**src/rtl/alu_arbiter.sv**
```systemverilog
// Two-requester round-robin front end for one shared combinational ALU.
// One op in flight: accept in IDLE, sample the ALU in EXEC, hold the result in RESP.
module alu_arbiter #(
  parameter int W = 16
) (
  input  logic         clk,
  input  logic         rst,
  input  logic         req0_valid,
  output logic         req0_ready,
  input  logic [1:0]   req0_func,
  input  logic [W-1:0] req0_a,
  input  logic [W-1:0] req0_b,
  input  logic         req1_valid,
  output logic         req1_ready,
  input  logic [1:0]   req1_func,
  input  logic [W-1:0] req1_a,
  input  logic [W-1:0] req1_b,
  output logic [1:0]   alu_func,
  output logic [W-1:0] alu_src1,
  output logic [W-1:0] alu_src2,
  input  logic [W-1:0] alu_result,
  output logic         rsp_valid,
  output logic         rsp_id,
  output logic [W-1:0] rsp_result,
  input  logic         rsp_ready
);

  typedef enum logic [1:0] {IDLE, EXEC, RESP} state_e;

  typedef struct packed {
    logic         id;
    logic [1:0]   func;
    logic [W-1:0] a;
    logic [W-1:0] b;
  } op_t;

  state_e       state_q, state_d;
  op_t          op_q, op_d;
  logic         last_grant_q, last_grant_d;
  logic         rsp_id_q, rsp_id_d;
  logic [W-1:0] rsp_result_q, rsp_result_d;

  logic gnt_vld;
  logic gnt_idx;

  // On contention the requester that did not win last time gets the slot.
  always_comb begin
    gnt_vld = req0_valid | req1_valid;
    gnt_idx = (req0_valid && req1_valid) ? ~last_grant_q : req1_valid;
  end

  always_comb begin
    state_d      = state_q;
    op_d         = op_q;
    last_grant_d = last_grant_q;
    rsp_id_d     = rsp_id_q;
    rsp_result_d = rsp_result_q;
    req0_ready   = 1'b0;
    req1_ready   = 1'b0;
    unique case (state_q)
      IDLE: begin
        if (!rst && gnt_vld) begin
          req0_ready   = ~gnt_idx;
          req1_ready   = gnt_idx;
          op_d         = gnt_idx ? {1'b1, req1_func, req1_a, req1_b}
                                 : {1'b0, req0_func, req0_a, req0_b};
          last_grant_d = gnt_idx;
          state_d      = EXEC;
        end
      end
      EXEC: begin
        rsp_result_d = alu_result;
        rsp_id_d     = op_q.id;
        state_d      = RESP;
      end
      RESP: begin
        if (rsp_ready) state_d = IDLE;
      end
      default: state_d = IDLE;
    endcase
  end

  always_ff @(posedge clk) begin
    if (rst) begin
      state_q      <= IDLE;
      op_q         <= '0;
      last_grant_q <= 1'b1;
      rsp_id_q     <= 1'b0;
      rsp_result_q <= '0;
    end else begin
      state_q      <= state_d;
      op_q         <= op_d;
      last_grant_q <= last_grant_d;
      rsp_id_q     <= rsp_id_d;
      rsp_result_q <= rsp_result_d;
    end
  end

  // ALU operands come straight from the latched op so they stay put until the next accept.
  assign alu_func   = op_q.func;
  assign alu_src1   = op_q.a;
  assign alu_src2   = op_q.b;
  assign rsp_valid  = (state_q == RESP);
  assign rsp_id     = rsp_id_q;
  assign rsp_result = rsp_result_q;

endmodule

```
**config.mk**
```make
export PLATFORM = sky130hd
export DESIGN_NAME = alu_arbiter
export DESIGN_NICKNAME = d
export VERILOG_FILES = /design/src/rtl/alu_arbiter.sv
export SDC_FILE = /design/constraint.sdc
export NUM_CORES = 1
export LEC_CHECK = 0
export BUFFER_PORTS_ARGS = -buffer_cell sky130_fd_sc_hd__clkbuf_2
export CELL_PAD_IN_SITES_DETAIL_PLACEMENT = 1
export CELL_PAD_IN_SITES_GLOBAL_PLACEMENT = 2
export CORE_UTILIZATION = 26
export DETAILED_ROUTE_END_ITERATION = 8
export HOLD_SLACK_MARGIN = 0.06
export PLACE_DENSITY = 0.84
export SYNTH_ARGS = -nofsm -noshare
export SYNTH_HDL_FRONTEND = slang
export SYNTH_SLANG_ARGS = --single-unit
```
**constraint.sdc**
```tcl
create_clock -name clk -period 2.3 [get_ports clk]
set_clock_uncertainty 0.1 [all_clocks]
set_input_delay 0.115 -clock clk [delete_from_list [all_inputs] [get_ports clk]]
set_output_delay 0.115 -clock clk [all_outputs]
set_load 0.05 [all_outputs]
```
==> run metrics <==
setup repair after global routing missed its margin no; clock tree buffer depth 2; largest net degree at the start of global routing 55; H-tree Lvls 2; fraction of the yosys area taken by sequential cells 39.9%; post-route ant nets 0; number of synthesized register bits 55; fraction of final layout cells sized beyond drive strength 1 about two fifths; drt drc 0; clock slew seen by the registers of the worst setup and hold paths 0.11 ns; worst-case vdd ir drop between 0.0002 and 0.0003 V; Antenna Cells 0; CP Data Arrival Time about 2.2 ns; via count about 2900; maximum clock frequency between 400 and 500 MHz; y dimension of the die between 100 and 150 microns; Post-Synthesis Net Count between 400 and 500; layout overhead on the synthesized area 54.1%; initial cell density of the core between 20% and 30%; Core Area around 0.010 sq mm; endpoints failing setup 0; Power Density roughly 610 mW/mm^2; slowest stage cell, crit path dlygate4sd3_1; instance count of the mapped netlist around 320; fraction of registers with async set/reset 0%; crit path kind reg -> reg; number of library cell types mapped by synthesis 24; final-report max-slew violation count 0; register-to-register path setup slack 0.17 ns; Die W around 110 microns; Post-CTS Repair Setup Buffers 0; initial drt markers slightly below 70; antenna violations before repair 0; capture point of the worst reg-to-reg path alu_src1[1]$_SDFFE_PP0P_; post-synth design cell area ~0.0028 sq mm; number of global-route vias before repair 2958; number of placed I/O pins 143; Worst setup EP type flip-flop; count of TritonRoute iterations in the first routing pass 4; Port Buffer Count around 140; status completed; remaining max-slew budget at the tightest pin between 40% and 50%; top fanout value on the critical path 35; total negative setup slack 0 ns; slew at the pin closest to its max-slew limit 0.751 ns; Overflow after GRT 0; worst hold path endpoint op_q[34]$_SDFFE_PP0P_; top_reg_cell synth dfxtp_1; final hold violations 0; min Tclk post-route 2.13 ns; number of violations of the max-capacitance limit 0; WL final roughly 8.7 mm; # nets final between 500 and 600; Worst path max stage delay 0.61 ns; All-Layer GR Usage between 10% and 20%; clock latency at the later pin of the worst-skew pair between 0.3 and 0.4 ns; critical path's top delay family buffers and inverters; yosys synthesis warning count 0; Worst Reg-to-Reg Cells 5; source of the worst hold timing path rst; number of enable flip-flop cells after synthesis 0; routed length per instance between 10 and 15 microns; buffering stage count on the worst path with inverters included 2; number of rows created at floorplan 37; critical path data required time 2.40 ns; first-pass GRT wire length around 14 mm; critical path cell sequence nor3_4 -> nand2_2 -> inv_6 -> a311oi_2 -> dlygate4sd3_1; most common cell in the synthesized netlist nand2_1; period utilisation layout between 90% and 100%; Worst Hold Depth 4; main area contributors after synthesis dfxtp_1 (40%), a311oi_2 (15%), nand2_1 (14%); top-area cell type share of the netlist area 39.9%; DIE AREA 0.0110 sq mm; via density per instance about 4.5; sort of element at the start of the critical path flip-flop; cell chosen for the clock root clkbuf_8; worst hold margin 0.0940 ns; DP Wirelength ~5.6 mm; clock tree from TritonCTS built; Leak Pwr 1.93 nW; commonest cells in the netlist nand2_1 (102), dfxtp_1 (55), a21oi_1 (53); cell taking the most area after synthesis dfxtp_1; sink count of the clock tree between 50 and 60; Hold Path Class in -> reg; launching point of the worst reg2reg path state_q[1]$_SDFFE_PP0P_; final weighted congestion in routability-driven placement around 0.7; mean instance size in the synthesized netlist approximately 8.6 sq um; number of buffers inserted during clock tree synthesis 5
==> registers in the layout (all words and copies together) (netlist names) <==
name	count
rsp_id	1
op_q	1
last_grant_q	1
state_q	2
alu_src2	16
alu_func	2
alu_src1	16
rsp_result	16
==> kinds of logic after synthesis <==
logic type	synth area share, %
flip-flops	39.9
AO/OA/AOI/OAI	28.0
buffers and inverters	15.6
AND/OR/NAND/NOR	16.5
==> final cells by class <==
cell class,instances,area (sq um)
clock buffers,5,68.8
multi-input cells,204,1240
clock inverters,3,25.0
repair buffers,236,1640
fillers,1272,6070
well taps,136,170
inverters,2,12.5
flip-flops and latches,55,1100
==> per-layer routing <==
layer	up-vias	track usage [%]	share of wire, %	wire (microns)
li1	1436	-	-	-
met1	1319	18.8	43	3750
met2	97	28.5	50	4330
met3	15	3.06	4.3	375
met4	0	4.73	2.3	200
met5	-	0	0	0
==> power by group <==
part | switching [mW] | total [mW] | internal [mW] | leakage, nW
registers | 0.0493 | 1.08 | 1.04 | 0.452
logic | 0.588 | 0.948 | 0.360 | 1.43
clock network | 0.338 | 0.557 | 0.219 | 0.0443
total | 0.975 | 2.59 | 1.61 | 1.93
==> metrics by stage <==
stage	worst slack [ns]	instance area, sq um	util (%)	power (mW)	cells
after floorplan	0.585	2760	-	1.77	322
after CTS	0.0996	4250	41.2	2.62	641
final	0.173	4260	41.2	2.59	641
after global placement	0.698	3310	32.0	1.90	548
after detailed placement	0.631	3310	32.0	1.91	548
after global routing	0.0386	4260	41.2	2.74	641
==> how the worst max path moves through the flow <==
stage,to,start,slack (ns),cells past startpoint
3_3_place_gp,alu_src1[14]$_SDFFE_PP0P_,req0_valid,0.70,6
4_1_cts,alu_src2[9]$_SDFFE_PP0P_,state_q[1]$_SDFFE_PP0P_,0.1,5
2_1_floorplan,req0_ready,state_q[1]$_SDFFE_PP0P_,0.58,3
5_1_grt,alu_src2[14]$_SDFFE_PP0P_,state_q[1]$_SDFFE_PP0P_,0.04,5
6_report,alu_src1[1]$_SDFFE_PP0P_,state_q[1]$_SDFFE_PP0P_,0.17,5
3_5_place_dp,alu_src1[5]$_SDFFE_PP0P_,req0_valid,0.63,6
==> placed cells by master (no fill, tap or decap), types with 5 or more instances in the layout <==
| cell type | instances |
|---|---|
| dlygate4sd3_1 | 85 |
| nand2_1 | 102 |
| a311oi_1 | 6 |
| buf_4 | 8 |
| a311oi_2 | 28 |
| clkbuf_8 | 5 |
| clkbuf_2 | 142 |
| a21oi_1 | 53 |
| dfxtp_1 | 55 |
==> worst register-to-register path: stages (launching register included) <==
cell	delay, ns
dfxtp_1	0.37
nor3_4	0.27
nand2_2	0.14
inv_6	0.32
a311oi_2	0.20
dlygate4sd3_1	0.61
==> what timing repair did <==
action / CTS / global route
resized for setup: 0 / 1
hold buffers: 85 / 0
hold endpoints to repair: 51 / 0
setup endpoints to repair: 0 / 32
(Power assumes the default switching activity.)
